File: config.mk
export PLATFORM = sky130hd
export DESIGN_NAME = capture_ctrl
export DESIGN_NICKNAME = d
export VERILOG_FILES = /design/src/rtl/capture_ctrl.sv
export SDC_FILE = /design/constraint.sdc
export NUM_CORES = 1
export LEC_CHECK = 0
export ABC_CLOCK_PERIOD_IN_PS = 7100
export CORE_MARGIN = 1
export CORE_UTILIZATION = 40
export CTS_CLUSTER_DIAMETER = 30
export DETAILED_ROUTE_END_ITERATION = 12
export HOLD_SLACK_MARGIN = 0.15
export PLACE_DENSITY = 0.68
export SYNTH_ARGS = -nofsm -noshare
export SYNTH_HDL_FRONTEND = slang
export SYNTH_SLANG_ARGS = --single-unit
File: constraint.sdc
create_clock -name clk -period 7.1 [get_ports clk]
set_clock_uncertainty 0.1 [all_clocks]
set_input_delay 1.42 -clock clk [delete_from_list [all_inputs] [get_ports clk]]
set_output_delay 1.42 -clock clk [all_outputs]
set_load 0.005 [all_outputs]
File: src/rtl/capture_ctrl.sv
// rtl/capture_ctrl.sv - single-packet capture sequencer: MAC stream to SDRAM via Avalon-MM write master
// Optional irq output enabled by defining CAPTURE_IRQ_EN.
module capture_ctrl #(
  parameter int N = 32
) (
  input  logic         clk,
  input  logic         reset,
  input  logic [N-1:0] ctrl,
  input  logic [N-1:0] pkt_addr,
  input  logic [N-1:0] pkt_len,
  input  logic [N-1:0] st_data,
  input  logic         st_valid,
  input  logic         st_sop,
  input  logic         st_eop,
  output logic         st_ready,
  output logic [N-1:0] m_address,
  output logic         m_write,
  output logic [N-1:0] m_writedata,
  input  logic         m_waitrequest,
  output logic [1:0]   state,
  output logic [N-1:0] captured_len,
  output logic         truncated
`ifdef CAPTURE_IRQ_EN
  ,
  output logic         irq
`endif
);

  localparam int BPW = N / 8;
  localparam int OFS = $clog2(BPW);
  localparam logic [N-1:0] BPW_N = N'(BPW);
  localparam logic [N-1:0] ALIGN_MASK = ~(N'(BPW - 1));

  localparam logic [1:0] S_IDLE    = 2'b00;
  localparam logic [1:0] S_ARMED   = 2'b01;
  localparam logic [1:0] S_CAPTURE = 2'b10;
  localparam logic [1:0] S_DONE    = 2'b11;

  logic [1:0]   state_q, state_d;
  logic         ctrl2_q, ctrl2_d;
  logic [N-1:0] base_q, base_d;
  logic [N-1:0] limit_q, limit_d;
  logic [N-1:0] offset_q, offset_d;
  logic [N-1:0] captured_len_q, captured_len_d;
  logic         truncated_q, truncated_d;
  logic         m_write_q, m_write_d;
  logic [N-1:0] m_address_q, m_address_d;
  logic [N-1:0] m_writedata_q, m_writedata_d;
  logic         drain_q, drain_d;
  logic         eop_seen_q, eop_seen_d;
  logic         abort_pend_q, abort_pend_d;

  logic start_rise;
  logic abort_req;
  logic write_done;
  logic accept;
  logic do_load;
  logic unused_ctrl_bits;

  assign unused_ctrl_bits = ^{ctrl[N-1:4], ctrl[1:0]};

  assign start_rise = ctrl[2] & ~ctrl2_q;
  assign abort_req  = ctrl[3];
  assign write_done = m_write_q & ~m_waitrequest;

  always_comb begin
    st_ready = 1'b0;
    case (state_q)
      S_ARMED:   st_ready = ~abort_pend_q;
      S_CAPTURE: st_ready = ~abort_pend_q & ~eop_seen_q & (drain_q | ~m_write_q | ~m_waitrequest);
      default:   st_ready = 1'b0;
    endcase
  end

  assign accept = st_valid & st_ready;

  always_comb begin
    state_d        = state_q;
    ctrl2_d        = ctrl[2];
    base_d         = base_q;
    limit_d        = limit_q;
    offset_d       = offset_q;
    captured_len_d = captured_len_q;
    truncated_d    = truncated_q;
    m_write_d      = m_write_q;
    m_address_d    = m_address_q;
    m_writedata_d  = m_writedata_q;
    drain_d        = drain_q;
    eop_seen_d     = eop_seen_q;
    abort_pend_d   = abort_pend_q;
    do_load        = 1'b0;

    if (abort_req | abort_pend_q) begin
      // A write already presented to the slave must be allowed to complete.
      if (m_write_q & m_waitrequest) begin
        abort_pend_d = 1'b1;
      end else begin
        state_d      = S_IDLE;
        m_write_d    = 1'b0;
        abort_pend_d = 1'b0;
        drain_d      = 1'b0;
        eop_seen_d   = 1'b0;
      end
    end else begin
      case (state_q)
        S_IDLE: begin
          if (start_rise) begin
            state_d        = S_ARMED;
            base_d         = pkt_addr & ALIGN_MASK;
            limit_d        = pkt_len & ALIGN_MASK;
            captured_len_d = '0;
            truncated_d    = 1'b0;
            offset_d       = '0;
            drain_d        = 1'b0;
            eop_seen_d     = 1'b0;
          end
        end
        S_ARMED: begin
          if (accept & st_sop) begin
            state_d = S_CAPTURE;
            if (limit_q == '0) begin
              truncated_d = 1'b1;
              drain_d     = 1'b1;
              eop_seen_d  = st_eop;
            end else begin
              do_load = 1'b1;
            end
          end
        end
        S_CAPTURE: begin
          if (write_done) begin
            m_write_d = 1'b0;
          end
          if (accept) begin
            if (drain_q) begin
              eop_seen_d = st_eop;
            end else begin
              do_load = 1'b1;
            end
          end
          if (eop_seen_q & (~m_write_q | write_done)) begin
            state_d   = S_DONE;
            m_write_d = 1'b0;
          end
        end
        default: begin
          if (~ctrl[2]) begin
            state_d = S_IDLE;
          end
        end
      endcase
    end

    if (do_load) begin
      m_write_d      = 1'b1;
      m_writedata_d  = st_data;
      m_address_d    = base_q + (offset_q << OFS);
      offset_d       = offset_q + 1'b1;
      captured_len_d = captured_len_q + BPW_N;
      if (st_eop) begin
        eop_seen_d = 1'b1;
      end else if (captured_len_q + BPW_N == limit_q) begin
        // Limit reached mid-packet: swallow the rest of the packet.
        drain_d     = 1'b1;
        truncated_d = 1'b1;
      end
    end
  end

  always_ff @(posedge clk or posedge reset) begin
    if (reset) begin
      state_q        <= S_IDLE;
      ctrl2_q        <= 1'b0;
      base_q         <= '0;
      limit_q        <= '0;
      offset_q       <= '0;
      captured_len_q <= '0;
      truncated_q    <= 1'b0;
      m_write_q      <= 1'b0;
      m_address_q    <= '0;
      m_writedata_q  <= '0;
      drain_q        <= 1'b0;
      eop_seen_q     <= 1'b0;
      abort_pend_q   <= 1'b0;
    end else begin
      state_q        <= state_d;
      ctrl2_q        <= ctrl2_d;
      base_q         <= base_d;
      limit_q        <= limit_d;
      offset_q       <= offset_d;
      captured_len_q <= captured_len_d;
      truncated_q    <= truncated_d;
      m_write_q      <= m_write_d;
      m_address_q    <= m_address_d;
      m_writedata_q  <= m_writedata_d;
      drain_q        <= drain_d;
      eop_seen_q     <= eop_seen_d;
      abort_pend_q   <= abort_pend_d;
    end
  end

`ifdef CAPTURE_IRQ_EN
  logic irq_q, irq_d;

  assign irq_d = (state_d == S_DONE);

  always_ff @(posedge clk or posedge reset) begin
    if (reset) begin
      irq_q <= 1'b0;
    end else begin
      irq_q <= irq_d;
    end
  end

  assign irq = irq_q;
`endif

  assign state        = state_q;
  assign captured_len = captured_len_q;
  assign truncated    = truncated_q;
  assign m_write      = m_write_q;
  assign m_address    = m_address_q;
  assign m_writedata  = m_writedata_q;

endmodule
==> impl_metrics.py, run 1 <==
metrics = {
    "run_status": {
        "outcome": "finished, final reports clean",
    },
    "sta": {
        "slew_headroom_pct": 21.0,
        "tightest_slew_ns": 1.19,
        "fmax_ghz": 0.226,
        "setup_viol": 0,
        "setup_ws_ns": 2.68,
        "hold_viol_final": 0,
        "setup_tns_ns": 0,
        "post-route-min-period_ns": 4.42,
        "slew_violations": 0,
        "timing.final.crit_share_pct": 62.2,
        "rsz0062_at_grt": "no",
    },
    "route": {
        "first_pass_iters": 5,
        "drc": 0,
        "drt_iter0_drc": 705,
        "wl_microns": 27200,
        "ant_nets": 0,
        "vias": 9040,
        "wire_per_inst_microns": 15.7,
        "avgViaCountPerCell": 5.23,
    },
    "clock_tree": {
        "root_buffer": "clkbuf_16",
        "clk_path_buf_depth": 2,
        "cts_tree": "yes",
        "cts_hold_buf": 0,
        "cts_resized": 0,
        "post-cts-setup-buffers": 0,
        "cts.sinks": 190,
        "numCtsBuffers": 17,
        "ctsHtreeMaxLevel": 4,
        "clk_pin_slew_ns": 0.07,
        "clk_latency_ns": 0.43,
    },
    "global_route": {
        "grt_max_degree": 134,
        "grt_use_total_pct": 20.8,
        "grt_antenna_before_repair": 2,
        "grt_remaining_overflow": 0,
        "grt_pass1_wl_microns": 44000,
        "first_global_vias": 8570,
    },
    "floorplanning": {
        "rows": 58,
        "die_h_microns": 164,
        "dieWidth_microns": 164,
        "initial_utilization_pct": 41.2,
        "io_pins": 235,
        "die_area_sq_mm": 0.0268,
        "core-area_sq_mm": 0.0254,
    },
    "pwr": {
        "powerDensity_mw_per_mm2": 287,
        "vdd_drop_max_uv": 140,
        "power_leakage_nw": 6.16,
        "finalPower_mw": 3.80,
    },
    "synthesis": {
        "yosysTopAreaCell": "dfrtp_1",
        "synth.top_cells.by_count": "nand2_1, dfrtp_1, o21ai_0",
        "synth_warnings": 0,
        "synthMostInstantiatedCell": "nand2_1",
        "synth_area_leaders": "dfrtp_1, nand2_1, o21ai_0, ha_1, xnor2_1",
        "syn_inst": 1221,
        "netlist.area_leader.share_pct": 45.4,
        "yosysUniqueCellTypes": 66,
        "synth-main-ff-cell": "dfrtp_1",
        "synth_edf_count": 0,
        "syn_area_sq_mm": 0.0105,
        "ys_seq_elements": 190,
        "synth.avg_cell_area_sq_um": 8.57,
        "synthArstFlopShare_pct": 100,
        "ys_seq_area_share_pct": 45.4,
    },
    "setup_path": {
        "worst-setup-path-type": "in -> out",
        "setup.worst_path.start_class": "input port",
        "crit_family": "buffers and inverters",
        "crit_cells": 5,
        "critPathCaptureType": "output pin",
        "crit_buf_inv": 2,
        "cp_max_fo": 4,
        "cp_common_cell": "clkdlybuf4s50_1",
        "worstPathRequired_ns": 5.58,
        "crit_chain": "clkdlybuf4s50_1 -> and3b_1 -> o21ai_2 -> and2_1 -> clkdlybuf4s50_1",
        "cpPeakStageDelay_ns": 0.51,
        "ff2ff_path_depth": 10,
        "critPathSlowestCell": "clkdlybuf4s50_1",
        "worstPathArrival_ns": 2.90,
    },
    "worst_hold_path": {
        "min_path_cells": 2,
        "hold_path.class": "reg -> reg",
    },
    "job": {
        "drv_cap": 0,
    },
    "final_layout": {
        "fin_cells": 1730,
        "fillers": 2403,
        "areaGrowthSynthToFinish_pct": 26.8,
        "final_nets": 1554,
        "multi_input_area_sq_mm": 0.00536,
        "seq_area_sq_mm": 0.00475,
        "drive_above_1_share_pct": 4.65,
    },
    "place": {
        "placed_cells": 1695,
        "io_buffers": 196,
        "dp_slack_ns": 2.46,
        "dp_hpwl_microns": 18900,
        "gp_congestion": 0.874,
    },
}
==> layer usage <==
metal  up-vias  GRT usage, %  routed length [microns]
met1      4278          27.4                    12300
met5         -             0                        0
li1       4519             -                        -
met3        35          3.51                     1120
met4         0          6.48                      515
met2       208          34.7                    13300
==> report_power, final <==
| group | internal, mW | total (mW) | leakage, nW | switching, mW |
|---|---|---|---|---|
| Combinational | 0.613 | 1.22 | 3.33 | 0.606 |
| Sequential | 1.36 | 1.58 | 2.54 | 0.223 |
| Clock | 0.561 | 1.00 | 0.292 | 0.439 |
| Total | 2.54 | 3.80 | 6.16 | 1.27 |
==> worst paths after layout <==
path | startpoint | end | slack, ns
worst min-delay path | m_writedata[27] | m_writedata[27] | 0.37
worst max register to register | limit_q[3] | captured_len[27] | 3.43
worst min register to register | m_writedata[27] | m_writedata[27] | 0.37
min in group asynchronous | reset | limit_q[4] | 1.45
max in group asynchronous | reset | captured_len[29] | 4.14
worst max-delay path | m_waitrequest | st_ready | 2.68
==> tightest hold or removal path: stages, from the launching register on <==
cell and delay (ns):
dfrtp_1 0.34, nand2_1 0.05, nand2_1 0.05
==> cell usage in the layout (no fill, tap or decap), types with 6 or more instances in the layout <==
cell type / instances
a21o_1: 10
a21oi_1: 40
and3_1: 21
and4_1: 7
buf_4: 7
clkbuf_16: 17
clkdlybuf4s50_1: 196
dfrtp_1: 190
ha_1: 35
inv_1: 24
mux2i_1: 18
nand2_1: 374
nand2b_1: 9
nand3_1: 53
nand4_1: 22
nor2_1: 43
nor3_1: 15
nor3b_1: 7
nor4_1: 12
o211ai_1: 6
o21a_1: 6
o21ai_0: 94
o31ai_1: 20
o41ai_1: 6
xnor2_1: 49
xor2_1: 24
==> cells by family after synthesis <==
kind of cell | after synthesis | share of synthesized area, %
compound gates | 220 | 12.9
xor+xnor | 73 | 6.11
fa+ha+maj | 36 | 4.38
buf+inv | 87 | 3.60
flops | 190 | 45.4
mux | 20 | 1.94
other cells | 1 | 0.0358
simple gates | 594 | 25.6
==> through the flow <==
stage	utilization (%)	cell area, sq um	hold WS (ns)
after global routing	52.2	13300	0.405
final	52.2	13300	0.374
after global placement	49.8	12600	0.358
after CTS	52.2	13300	0.380
after floorplan	-	10500	0.352
after detailed placement	49.8	12600	0.361
==> flip-flops by register name, indices dropped and copies added, names as in the netlist, 2 cells and up <==
| signal | cells |
|---|---|
| base_q | 30 |
| captured_len | 30 |
| limit_q | 30 |
| m_address | 30 |
| m_writedata | 32 |
| offset_q | 30 |
| state | 2 |
==> layout make-up <==
class                      count  area share, %
multi-input combinational    947           40.4
sequential                   190           35.8
timing repair buffer         203           15.2
clock buffer                  21           3.62
tap                          330           3.11
clock inverter                11          0.991
inverter                      25          0.764
antenna                        3         0.0566
Note: power is estimated with default switching activity, not from simulation.
==> run 2: changes to the inputs <==
ABC_CLOCK_PERIOD_IN_PS = 4300   (was 7100)
PLACE_DENSITY = 0.66   (was 0.68)
clock period = 4.3 ns   (was 7.1 ns; I/O delays follow)
==> run 2 against run 1 <==
  * Wire length decreased by 1.2%
  * Register-to-register slack got worse by 2.4 ns
  * Clock-buffer cell count decreased by 2
  * Non-clock buffer count increased by 6
  * Largest cell class unchanged
  * Highest routed layer unchanged
==> impl_metrics.py, run 2 (synthesized netlist as in run 1, its figures left out) <==
metrics = {
    "clock_tree": {
        "clk_path_buf_depth": 2,
        "ctsHtreeMaxLevel": 4,
        "post-cts-setup-buffers": 0,
        "clk_latency_ns": 0.43,
        "clk_pin_slew_ns": 0.06,
        "cts_resized": 0,
        "cts_tree": "yes",
        "root_buffer": "clkbuf_16",
        "cts_hold_buf": 0,
        "cts.sinks": 190,
        "numCtsBuffers": 17,
    },
    "setup_path": {
        "critPathCaptureType": "output pin",
        "crit_family": "buffers and inverters",
        "crit_buf_inv": 2,
        "crit_chain": "clkdlybuf4s50_1 -> and3b_1 -> o21ai_2 -> and2_1 -> clkdlybuf4s50_1",
        "cp_common_cell": "clkdlybuf4s50_1",
        "setup.worst_path.start_class": "input port",
        "worst-setup-path-type": "in -> out",
        "cpPeakStageDelay_ns": 0.51,
        "ff2ff_path_depth": 11,
        "crit_cells": 5,
        "worstPathRequired_ns": 3.34,
        "cp_max_fo": 4,
        "worstPathArrival_ns": 2.32,
        "critPathSlowestCell": "clkdlybuf4s50_1",
    },
    "floorplanning": {
        "initial_utilization_pct": 41.2,
        "core-area_sq_mm": 0.0254,
        "dieWidth_microns": 164,
        "rows": 58,
        "die_area_sq_mm": 0.0268,
        "io_pins": 235,
        "die_h_microns": 164,
    },
    "final_layout": {
        "seq_area_sq_mm": 0.00475,
        "fillers": 2350,
        "areaGrowthSynthToFinish_pct": 26.8,
        "drive_above_1_share_pct": 4.86,
        "multi_input_area_sq_mm": 0.00536,
        "final_cell_mix": "nand2_1, clkdlybuf4s50_1, dfrtp_1",
        "n_antenna_cell": 0,
        "final_common_cell": "nand2_1",
        "final_nets": 1560,
        "largest_register_ffs": 32,
        "fin_util_pct": 52.2,
    },
    "sta": {
        "timing.final.crit_share_pct": 76.3,
        "setup_tns_ns": 0,
        "fin_hold_ws_ns": 0.374,
        "hold_viol_final": 0,
        "tightest_slew_ns": 1.01,
        "post-route-min-period_ns": 3.28,
        "setup_viol": 0,
        "setup_ws_ns": 1.02,
        "fmax_ghz": 0.305,
        "slew_headroom_pct": 32.5,
        "slew_violations": 0,
        "rsz0062_at_grt": "no",
    },
    "global_route": {
        "grt_pass1_wl_microns": 43700,
        "grt_remaining_overflow": 0,
        "use_met2_pct": 34.0,
        "grt_use_total_pct": 20.4,
        "grt_max_degree": 191,
        "grt-busiest-layer": "met2",
        "first_global_vias": 8667,
        "grtUsageMet1_pct": 27.5,
        "grt_antenna_before_repair": 0,
        "met3_usage_pct": 3.06,
    },
    "route": {
        "drt_iter0_drc": 659,
        "avgViaCountPerCell": 5.28,
        "wire_per_inst_microns": 15.5,
        "drc": 0,
        "ant_nets": 0,
        "first_pass_iters": 5,
        "vias": 9137,
        "wl_microns": 26900,
    },
    "place": {
        "dp_hpwl_microns": 19000,
        "io_buffers": 196,
        "gp_congestion": 0.846,
        "dp_slack_ns": 0.579,
    },
    "pwr": {
        "p_seq_share_pct": 42.3,
        "p_int_mw": 4.14,
        "p_switching_mw": 2.05,
        "pwr-share-clk_pct": 25.4,
        "finalPower_mw": 6.19,
        "powerDensity_mw_per_mm2": 467,
        "power_leakage_nw": 6.16,
        "combPwrFrac_pct": 32.3,
        "vdd_drop_max_uv": 244,
        "swShare_pct": 33.1,
    },
    "worst_hold_path": {
        "hold_path.class": "reg -> reg",
        "min_path_cells": 2,
    },
    "job": {
        "drv_cap": 0,
    },
    "run_status": {
        "outcome": "finished, final reports clean",
    },
}
-- run 2: cell count changes in the layout (fill, tap and decap cells not counted) --
cell,before,now
diode_2,3,0
clkinvlp_4,3,6
clkinv_4,3,0
clkbuf_8,4,2
inv_6,2,1
clkinv_2,1,2
buf_4,7,12
inv_8,1,0
buf_12,0,1
-- run 2: final timing paths --
check,startpoint,slack [ns],to
setup / recovery,m_waitrequest,1.02,st_ready
hold / removal,m_writedata[5],0.37,m_writedata[5]
setup reg to reg,offset_q[0],1.04,m_address[30]
hold reg to reg,m_writedata[5],0.37,m_writedata[5]
max in group asynchronous,reset,2.38,m_writedata[16]
min in group asynchronous,reset,1.00,m_address[6]
-- run 2: worst reg2reg max path, cell delays in order, from the launching register on --
cell,delay (ns)
dfrtp_1,0.46
ha_1,0.21
inv_1,0.05
fa_1,0.39
nand2b_1,0.19
a21oi_1,0.25
nor3_1,0.15
or3_1,0.48
a211oi_2,0.34
nor3_1,0.13
o21a_1,0.20
o31ai_1,0.22
-- run 2: final cells by class --
cell class	count	area share, %
flip-flops and latches	190	35.8
well taps	330	3.11
inverters	25	0.736
clock buffers	19	3.41
clock inverters	10	0.877
multi-input cells	947	40.4
repair buffers	209	15.6
-- run 2: stage by stage --
stage               std cells  instance area, sq um
global placement         1701                 12700
global route             1730                 13300
finish                   1730                 13300
floorplan                1224                 10500
CTS                      1730                 13300
detailed placement       1701                 12700
-- run 2: power by group through the flow --
stage	clock (mW)	combinational (mW)	sequential (mW)
after global placement	0	1.98	2.64
after global routing	1.67	2.27	2.69
after CTS	1.61	2.03	2.62
after detailed placement	0	2.02	2.65
final	1.57	2.00	2.62
after floorplan	0	1.22	2.57
-- run 2: per-layer routing --
metal | wire length [microns] | vias to the layer above
li1 | - | 4517
met1 | 12400 | 4369
met2 | 12900 | 226
met3 | 1160 | 25
met4 | 403 | 0
met5 | 0 | -
